`config.mk`:
```
export PLATFORM = sky130hd
export DESIGN_NAME = pcpi_issue_ctrl
export DESIGN_NICKNAME = d
export VERILOG_FILES = /design/src/rtl/pcpi_issue_ctrl.sv
export SDC_FILE = /design/constraint.sdc
export NUM_CORES = 1
export LEC_CHECK = 0
export BUFFER_PORTS_ARGS = -buffer_cell sky130_fd_sc_hd__buf_2
export CAP_MARGIN = 20
export CORE_AREA = 2 2 117 119
export CTS_CLUSTER_SIZE = 8
export DETAILED_ROUTE_END_ITERATION = 16
export DIE_AREA = 0 0 119 121
export GPL_TIMING_DRIVEN = 0
export PLACE_DENSITY_LB_ADDON = 0.05
export SKIP_LAST_GASP = 1
export SLEW_MARGIN = 0
export SYNTH_ARGS = -nofsm -noshare
export SYNTH_HDL_FRONTEND = slang
export SYNTH_SLANG_ARGS = --single-unit
```
`constraint.sdc`:
```
create_clock -name clk -period 1.5 [get_ports clk]
set_input_delay 0.225 -clock clk [delete_from_list [all_inputs] [get_ports clk]]
set_output_delay 0.225 -clock clk [all_outputs]
set_load 0.03 [all_outputs]
```
`src/rtl/pcpi_issue_ctrl.sv`:
```
// PCPI issue controller: broadcasts one core instruction to two PCPI responders and returns a result or trap.
// Optional watchdog enabled by defining PCPI_TIMEOUT_EN.
module pcpi_issue_ctrl #(
  parameter int unsigned TIMEOUT_CYCLES = 16
) (
  input  logic        clk,
  input  logic        resetn,
  input  logic        req_valid,
  output logic        req_ready,
  input  logic [31:0] req_insn,
  input  logic [31:0] req_rs1,
  input  logic [31:0] req_rs2,
  output logic        resp_valid,
  input  logic        resp_ready,
  output logic        resp_wr,
  output logic [31:0] resp_rd,
  output logic        resp_trap,
  output logic        pcpi_valid,
  output logic [31:0] pcpi_insn,
  output logic [31:0] pcpi_rs1,
  output logic [31:0] pcpi_rs2,
  input  logic        pcpi0_wr,
  input  logic        pcpi0_wait,
  input  logic        pcpi0_ready,
  input  logic [31:0] pcpi0_rd,
  input  logic        pcpi1_wr,
  input  logic        pcpi1_wait,
  input  logic        pcpi1_ready,
  input  logic [31:0] pcpi1_rd,
  output logic        busy
);

  localparam int unsigned XLEN  = 32;
  localparam int unsigned CNT_W = 8;

  typedef enum logic [1:0] {IDLE, ISSUE, RESP} state_t;

  state_t state, state_nxt;

  logic            req_ready_nxt;
  logic            resp_valid_nxt;
  logic            resp_wr_nxt;
  logic [XLEN-1:0] resp_rd_nxt;
  logic            resp_trap_nxt;
  logic            pcpi_valid_nxt;
  logic [XLEN-1:0] pcpi_insn_nxt;
  logic [XLEN-1:0] pcpi_rs1_nxt;
  logic [XLEN-1:0] pcpi_rs2_nxt;
  logic            busy_nxt;

`ifdef PCPI_TIMEOUT_EN
  logic [CNT_W-1:0] cnt, cnt_nxt;
  localparam logic [CNT_W-1:0] CNT_LAST = CNT_W'(TIMEOUT_CYCLES - 1);
`else
  logic unused_timeout;
  assign unused_timeout = ^{CNT_W'(TIMEOUT_CYCLES), pcpi0_wait, pcpi1_wait};
`endif

  // State register
  always_ff @(posedge clk) begin
    if (!resetn) state <= IDLE;
    else         state <= state_nxt;
  end

  // Next-state and next-output decode
  always_comb begin
    state_nxt      = state;
    resp_valid_nxt = resp_valid;
    resp_wr_nxt    = resp_wr;
    resp_rd_nxt    = resp_rd;
    resp_trap_nxt  = resp_trap;
    pcpi_valid_nxt = pcpi_valid;
    pcpi_insn_nxt  = pcpi_insn;
    pcpi_rs1_nxt   = pcpi_rs1;
    pcpi_rs2_nxt   = pcpi_rs2;
`ifdef PCPI_TIMEOUT_EN
    cnt_nxt        = cnt;
`endif
    case (state)
      IDLE: begin
        if (req_valid && req_ready) begin
          pcpi_insn_nxt  = req_insn;
          pcpi_rs1_nxt   = req_rs1;
          pcpi_rs2_nxt   = req_rs2;
          pcpi_valid_nxt = 1'b1;
`ifdef PCPI_TIMEOUT_EN
          cnt_nxt        = '0;
`endif
          state_nxt      = ISSUE;
        end
      end
      ISSUE: begin
        // Responder 0 has priority when both claim the same cycle
        if (pcpi0_ready) begin
          resp_wr_nxt    = pcpi0_wr;
          resp_rd_nxt    = pcpi0_wr ? pcpi0_rd : '0;
          resp_trap_nxt  = 1'b0;
          resp_valid_nxt = 1'b1;
          pcpi_valid_nxt = 1'b0;
          state_nxt      = RESP;
        end else if (pcpi1_ready) begin
          resp_wr_nxt    = pcpi1_wr;
          resp_rd_nxt    = pcpi1_wr ? pcpi1_rd : '0;
          resp_trap_nxt  = 1'b0;
          resp_valid_nxt = 1'b1;
          pcpi_valid_nxt = 1'b0;
          state_nxt      = RESP;
        end
`ifdef PCPI_TIMEOUT_EN
        else if (pcpi0_wait || pcpi1_wait) begin
          cnt_nxt = '0;
        end else if (cnt == CNT_LAST) begin
          resp_wr_nxt    = 1'b0;
          resp_rd_nxt    = '0;
          resp_trap_nxt  = 1'b1;
          resp_valid_nxt = 1'b1;
          pcpi_valid_nxt = 1'b0;
          state_nxt      = RESP;
        end else begin
          cnt_nxt = cnt + CNT_W'(1);
        end
`endif
      end
      RESP: begin
        if (resp_ready) begin
          resp_valid_nxt = 1'b0;
          state_nxt      = IDLE;
        end
      end
      default: state_nxt = IDLE;
    endcase
    req_ready_nxt = (state_nxt == IDLE);
    busy_nxt      = (state_nxt != IDLE);
  end

  // Registered outputs
  always_ff @(posedge clk) begin
    if (!resetn) begin
      req_ready  <= 1'b0;
      resp_valid <= 1'b0;
      resp_wr    <= 1'b0;
      resp_rd    <= '0;
      resp_trap  <= 1'b0;
      pcpi_valid <= 1'b0;
      pcpi_insn  <= '0;
      pcpi_rs1   <= '0;
      pcpi_rs2   <= '0;
      busy       <= 1'b0;
    end else begin
      req_ready  <= req_ready_nxt;
      resp_valid <= resp_valid_nxt;
      resp_wr    <= resp_wr_nxt;
      resp_rd    <= resp_rd_nxt;
      resp_trap  <= resp_trap_nxt;
      pcpi_valid <= pcpi_valid_nxt;
      pcpi_insn  <= pcpi_insn_nxt;
      pcpi_rs1   <= pcpi_rs1_nxt;
      pcpi_rs2   <= pcpi_rs2_nxt;
      busy       <= busy_nxt;
    end
  end

`ifdef PCPI_TIMEOUT_EN
  // Watchdog counter
  always_ff @(posedge clk) begin
    if (!resetn) cnt <= '0;
    else         cnt <= cnt_nxt;
  end
`endif

endmodule

```
=== After elaboration in Yosys (flattened, before gate mapping) ===
Cells that the tools add are included.

* Word-level logic and storage cells: 46
* Register bits: 136
* Output and inout port bits: 134

* Reductions and logical operators: 11
* Equality and inequality tests: 5
* Multiplexer cells: 19

{| class="wikitable"
|+ Operators by type and width
! operator !! count
|-
| $mux W32 || 4
|-
| $mux W1 || 8
|-
| $mux W2 || 4
|-
| $reduce_bool A2 Y1 || 4
|-
| $pmux W2 S3 || 1
|-
| $reduce_and A3 Y1 || 2
|-
| $logic_not A2 Y1 || 2
|-
| $ne A2 B2 Y1 const B || 2
|-
| $pmux W1 S2 || 2
|-
| $reduce_and A2 Y1 || 2
|-
| $ne A3 B3 Y1 const B || 1
|-
| $eq A2 B1 Y1 const B || 1
|-
| $eq A2 B2 Y1 const B || 1
|-
| $logic_and A1 B1 Y1 || 1
|}

=== Depth between registers and ports, before layout ===
* Depth after elaboration: 4
* Depth in mapped cells: 6
* Depth with buffers taken out: 3

=== Least setup slack after synthesis ===
No wires, ideal clock.

* Kind: register -> register
* Start: reg req_ready
* End: reg pcpi_insn[11]
* Period minus slack after synthesis: 1.472 ns
* Buffers on the path: 3
* Path slack: 0.028 ns
* Library setup time: 0.071 ns
* Required time: 1.429 ns
* Stages on the path, launching flop included: 7
* Arrival: 1.400 ns
* Cell sequence: dfxtp_1 -> nor4bb_1 -> buf_2 -> buf_6 -> buf_8 -> nand2_2 -> a21oi_2

* Longest elaborated chain between the ends: 2

{| class="wikitable"
|+ Ends and longest elaborated chain
! element !! RTL line !! text
|-
| start, declared || 9 || <nowiki>output logic req_ready,</nowiki>
|-
| start signal, assigned || 150 || <nowiki>req_ready <= req_ready_nxt;</nowiki>
|-
| $logic_and A1 B1 Y1 || 81 || <nowiki>if (req_valid && req_ready) begin</nowiki>
|-
| $reduce_and A2 Y1 (no line) || - ||
|-
| end signal, assigned || 156 || <nowiki>pcpi_insn <= pcpi_insn_nxt;</nowiki>
|-
| end, declared || 19 || <nowiki>output logic [31:0] pcpi_insn,</nowiki>
|}

Every way passes these cells.
A chain may end at the register's enable or synchronous reset.

=== Worst setup path after layout ===
* Start: reg state[0]
* End: reg pcpi_insn[24]

* Longest elaborated chain between the ends: 2

{| class="wikitable"
|+ Ends and longest elaborated chain
! element !! RTL line !! text
|-
| start, declared || 38 || <nowiki>state_t state, state_nxt;</nowiki>
|-
| start signal, assigned || 62 || <nowiki>else state <= state_nxt;</nowiki>
|-
| $logic_not A2 Y1 || 79 || <nowiki>case (state)</nowiki>
|-
| $reduce_and A2 Y1 (no line) || - ||
|}

Every way passes these cells.

==> load_flow_metrics.sql <==
INSERT INTO impl_metrics (metric_group, metric, value, unit) VALUES
('status', 'run_status', 'finished, final reports clean', ''),
('floorplanning', 'start_util', '0.407', ''),
('global_route', 'largest_net_degree_at_the_start_of_global_routing', '17', ''),
('worst_setup_path', 'timing.critical_path.buf_inv', '3', ''),
('cts', 'cts_root_buf', 'sky130_fd_sc_hd__clkbuf_16', ''),
('final_layout', 'layout-drive-gt1-share', '0.475', ''),
('global_route', 'grt.busiest_layer', 'met2', ''),
('worst_setup_path', 'worstReg2RegStart', 'state[0]', ''),
('cts', 'clk_pin_slew_worst_paths', '0.06', 'ns'),
('pwr', 'post-layout-total-power', '0.00989', 'W'),
('floorplanning', 'total_die_area', '0.0144', 'sq mm'),
('worst_setup_path', 'worst_setup_end_kind', 'flop', ''),
('logic_synthesis', 'ys_seq_area_frac', '0.508', ''),
('final_layout', 'fillers', '1203', ''),
('worst_setup_path', 'worstSetupPathType', 'reg2reg', ''),
('routing', 'drt_wl_total', '16300', 'um'),
('global_route', 'grt_pass1_vias', '5417', ''),
('worst_setup_path', 'startpoint', 'state[0]', ''),
('cts', 'htree_num_levels', '4', ''),
('worst_hold_path', 'hold_path_startpoint', 'req_insn[14]', ''),
('worst_setup_path', 'critical_path_required', '1.85', 'ns'),
('floorplanning', 'die_height', '121', 'um'),
('placed_design', 'buffer_ports.inserted', '300', ''),
('worst_setup_path', 'r2r_endpoint', 'pcpi_insn[24]', ''),
('worst_setup_path', 'regToRegSetupSlack', '0.08', 'ns'),
('cts', 'cts.sinks', '135', ''),
('logic_synthesis', 'yosysWarningCount', '0', ''),
('routing', 'num_vias', '5435', ''),
('timing', 'post-route-period-util', '0.945', ''),
('final_layout', 'layout.nets', '1095', ''),
('routing', 'antenna_left', '0', ''),
('logic_synthesis', 'syn_inst', '606', ''),
('worst_setup_path', 'cpLargestDelayFamily', 'buffers and inverters', ''),
('cts', 'cts_setup_buffers', '0', ''),
('worst_hold_path', 'min_delay_path_depth', '3', ''),
('global_route', 'grt_util_all_layers', '0.227', ''),
('final_layout', 'layout-area-overhead-vs-synth', '45.1', '%'),
('timing', 'worst_pin_slew', '0.721', 'ns'),
('cts', 'worst_skew_pair.late_latency', '0.41', 'ns'),
('final_layout', 'diodes', '0', ''),
('placed_design', 'gp_congestion', '0.837', ''),
('cts', 'cts-buffers-inserted', '17', ''),
('worst_setup_path', 'startpoint_class', 'flop', ''),
('pwr', 'power_density', '1280', 'mW/mm^2'),
('pwr', 'power_leakage', '3.48', 'nW'),
('floorplanning', 'die_width', '119', 'um'),
('cts', 'cts_tree', 'built', ''),
('worst_setup_path', 'worst_path_largest_cell_delay', '0.37', 'ns'),
('logic_synthesis', 'synth_area_per_cell', '8.78', 'sq um'),
('global_route', 'grt_first_pass_wirelength', '26000', 'um'),
('worst_setup_path', 'timing.critical_path.cells', 'nor4bb_2, buf_4, buf_12, buf_8, nand2_2, a21oi_2', ''),
('timing', 'max_freq', '705', 'MHz'),
('final_layout', 'final_cell_area', '0.00772', 'sq mm'),
('timing', 'timing.final.hold_violations', '0', ''),
('worst_hold_path', 'whs_endpoint', 'pcpi_insn[14]', ''),
('floorplanning', 'placeable_core_region', '0.0131', 'sq mm'),
('pwr', 'worst_ir_drop_vdd', '0.756', 'mV'),
('global_route', 'gr-usage-met1', '0.257', ''),
('placed_design', 'place_hpwl', '12400', 'um'),
('timing', 'grt_setup_unrepaired', 'true', ''),
('timing', 'timing.slew.headroom', '0.519', ''),
('routing', 'first_pass_iters', '5', ''),
('routing', 'wl_per_cell', '14.7', 'um'),
('timing', 'skew', '0.00596', 'ns'),
('floorplanning', 'boundaryPins', '304', ''),
('worst_setup_path', 'crit_path_max_fanout', '10', ''),
('worst_setup_path', 'crit_path_top_delay_cell', 'sky130_fd_sc_hd__dfxtp_4', ''),
('global_route', 'gr-usage-met2', '0.397', ''),
('floorplanning', 'placement_rows', '42', ''),
('global_route', 'grt_use_met3', '0.0681', ''),
('logic_synthesis', 'postSynthRegisterBits', '135', '');
timing repair:
action | CTS | global route
setup endpoints to repair | 30 | 49
gates cloned | 0 | 0
resized for setup | 3 | 12
hold buffers | 0 | 0
worst min-delay path, delay by kind of cell:
kind	cells	cell delay (ns)
AOI/OAI and AO/OA	1	0.04
and+or+nand+nor	1	0.05
buffers and inverters	1	0.10
layout make-up:
class | instances | area, sq um | area share
repair buffers | 300 | 1500 | 0.194
multi-input cells | 413 | 2290 | 0.297
plain buffers | 57 | 354 | 0.0459
flip-flops and latches | 135 | 2710 | 0.351
inverters | 1 | 3.75 | 0.000486
well taps | 176 | 220 | 0.0285
clock buffers | 20 | 467 | 0.0605
clock inverters | 11 | 171 | 0.0222
cell usage in the layout (no fill, tap or decap), types with 2 or more instances in the layout:
cell and instances:
sky130_fd_sc_hd__a211oi_1 2, sky130_fd_sc_hd__a211oi_2 29, sky130_fd_sc_hd__a21oi_1 111, sky130_fd_sc_hd__a21oi_2 20, sky130_fd_sc_hd__a22oi_1 31, sky130_fd_sc_hd__buf_2 320, sky130_fd_sc_hd__buf_4 3, sky130_fd_sc_hd__buf_6 7
sky130_fd_sc_hd__buf_8 2, sky130_fd_sc_hd__bufinv_16 4, sky130_fd_sc_hd__clkbuf_1 20, sky130_fd_sc_hd__clkbuf_16 17, sky130_fd_sc_hd__clkbuf_4 3, sky130_fd_sc_hd__clkbuf_8 3, sky130_fd_sc_hd__clkinv_2 2, sky130_fd_sc_hd__clkinv_4 2
sky130_fd_sc_hd__clkinvlp_4 2, sky130_fd_sc_hd__dfxtp_1 132, sky130_fd_sc_hd__dfxtp_4 2, sky130_fd_sc_hd__nand2_1 179, sky130_fd_sc_hd__nand2_2 20, sky130_fd_sc_hd__nor2_1 3, sky130_fd_sc_hd__nor2b_1 2, sky130_fd_sc_hd__o21ai_0 2
stage by stage:
step	instances	hold WS (ns)	TNS, ns	worst slack [ns]
2_1_floorplan	606	0.352	0	0.0284
3_3_place_gp	1082	0.439	-15.67	-0.352
3_5_place_dp	1082	0.444	-20.43	-0.389
4_1_cts	1113	0.0279	0	0.00412
5_1_grt	1113	0.0343	-0.0683	-0.0178
6_report	1113	0.0431	0	0.0823
report_power, final:
| group | switching [W] | total (W) | internal, W |
|---|---|---|---|
| logic | 0.00100 | 0.00157 | 0.000564 |
| registers | 0.0000969 | 0.00388 | 0.00378 |
| clock network | 0.00154 | 0.00445 | 0.00291 |
| total | 0.00264 | 0.00989 | 0.00725 |
how the worst max path moves through the flow:
stage                                to  cells after the start  slack, ns
after CTS                  pcpi_insn[8]                      6      0.004
after global placement    pcpi_insn[20]                      5      -0.35
after detailed placement  pcpi_insn[16]                      5      -0.39
after global routing        pcpi_rs1[4]                      5      -0.02
final                     pcpi_insn[24]                      6       0.08
after floorplan           pcpi_insn[11]                      6       0.03
cell families (layout without fill, tap and decap cells):
group	after synthesis	after routing	share of synthesized area
AND/OR/NAND/NOR	213	213	0.167
multiplexers	1	1	0.00212
buffers and inverters	58	389	0.0628
other	1	1	0.000705
flip-flops	135	135	0.508
AO/OA/AOI/OAI	198	198	0.259
state kept, by name (all words and copies together) (netlist names):
name / cells
pcpi_insn: 32
pcpi_rs1: 32
pcpi_rs2: 32
resp_rd: 32
state: 2
busy: 1
pcpi_valid: 1
req_ready: 1
resp_valid: 1
resp_wr: 1
per-layer routing:
| metal | up-vias | routed length, um |
|---|---|---|
| met4 | 2 | 438 |
| met1 | 2481 | 6410 |
| met3 | 34 | 1290 |
| met2 | 211 | 8170 |
| met5 | - | 16 |
| li1 | 2707 | - |
synth_stat cells:
master / count / area [sq um]
sky130_fd_sc_hd__a211oi_1: 2 / 15.0
sky130_fd_sc_hd__a211oi_2: 29 / 363
sky130_fd_sc_hd__a21o_1: 1 / 7.51
sky130_fd_sc_hd__a21oi_1: 111 / 556
sky130_fd_sc_hd__a21oi_2: 20 / 175
sky130_fd_sc_hd__a22oi_1: 31 / 233
sky130_fd_sc_hd__and2_1: 1 / 6.26
sky130_fd_sc_hd__and2_4: 1 / 8.76
sky130_fd_sc_hd__and3_1: 1 / 6.26
sky130_fd_sc_hd__buf_2: 24 / 120
sky130_fd_sc_hd__buf_4: 3 / 22.5
sky130_fd_sc_hd__buf_6: 7 / 78.8
sky130_fd_sc_hd__buf_8: 2 / 30.0
sky130_fd_sc_hd__clkbuf_1: 21 / 78.8
sky130_fd_sc_hd__clkinv_1: 1 / 3.75
sky130_fd_sc_hd__conb_1: 1 / 3.75
sky130_fd_sc_hd__dfxtp_1: 135 / 2700
sky130_fd_sc_hd__mux2_2: 1 / 11.3
sky130_fd_sc_hd__nand2_1: 179 / 672
sky130_fd_sc_hd__nand2_2: 20 / 125
sky130_fd_sc_hd__nand3_1: 1 / 5.00
sky130_fd_sc_hd__nand4bb_1: 1 / 11.3
sky130_fd_sc_hd__nor2_1: 3 / 11.3
sky130_fd_sc_hd__nor2b_1: 2 / 12.5
sky130_fd_sc_hd__nor3_1: 1 / 5.00
sky130_fd_sc_hd__nor3_2: 1 / 10.0
sky130_fd_sc_hd__nor4bb_1: 1 / 10.0
sky130_fd_sc_hd__o21ai_0: 2 / 10.0
sky130_fd_sc_hd__o221a_2: 1 / 11.3
sky130_fd_sc_hd__o311a_1: 1 / 10.0
sky130_fd_sc_hd__or2_1: 1 / 6.26
Note: power is estimated with default switching activity, not from simulation.
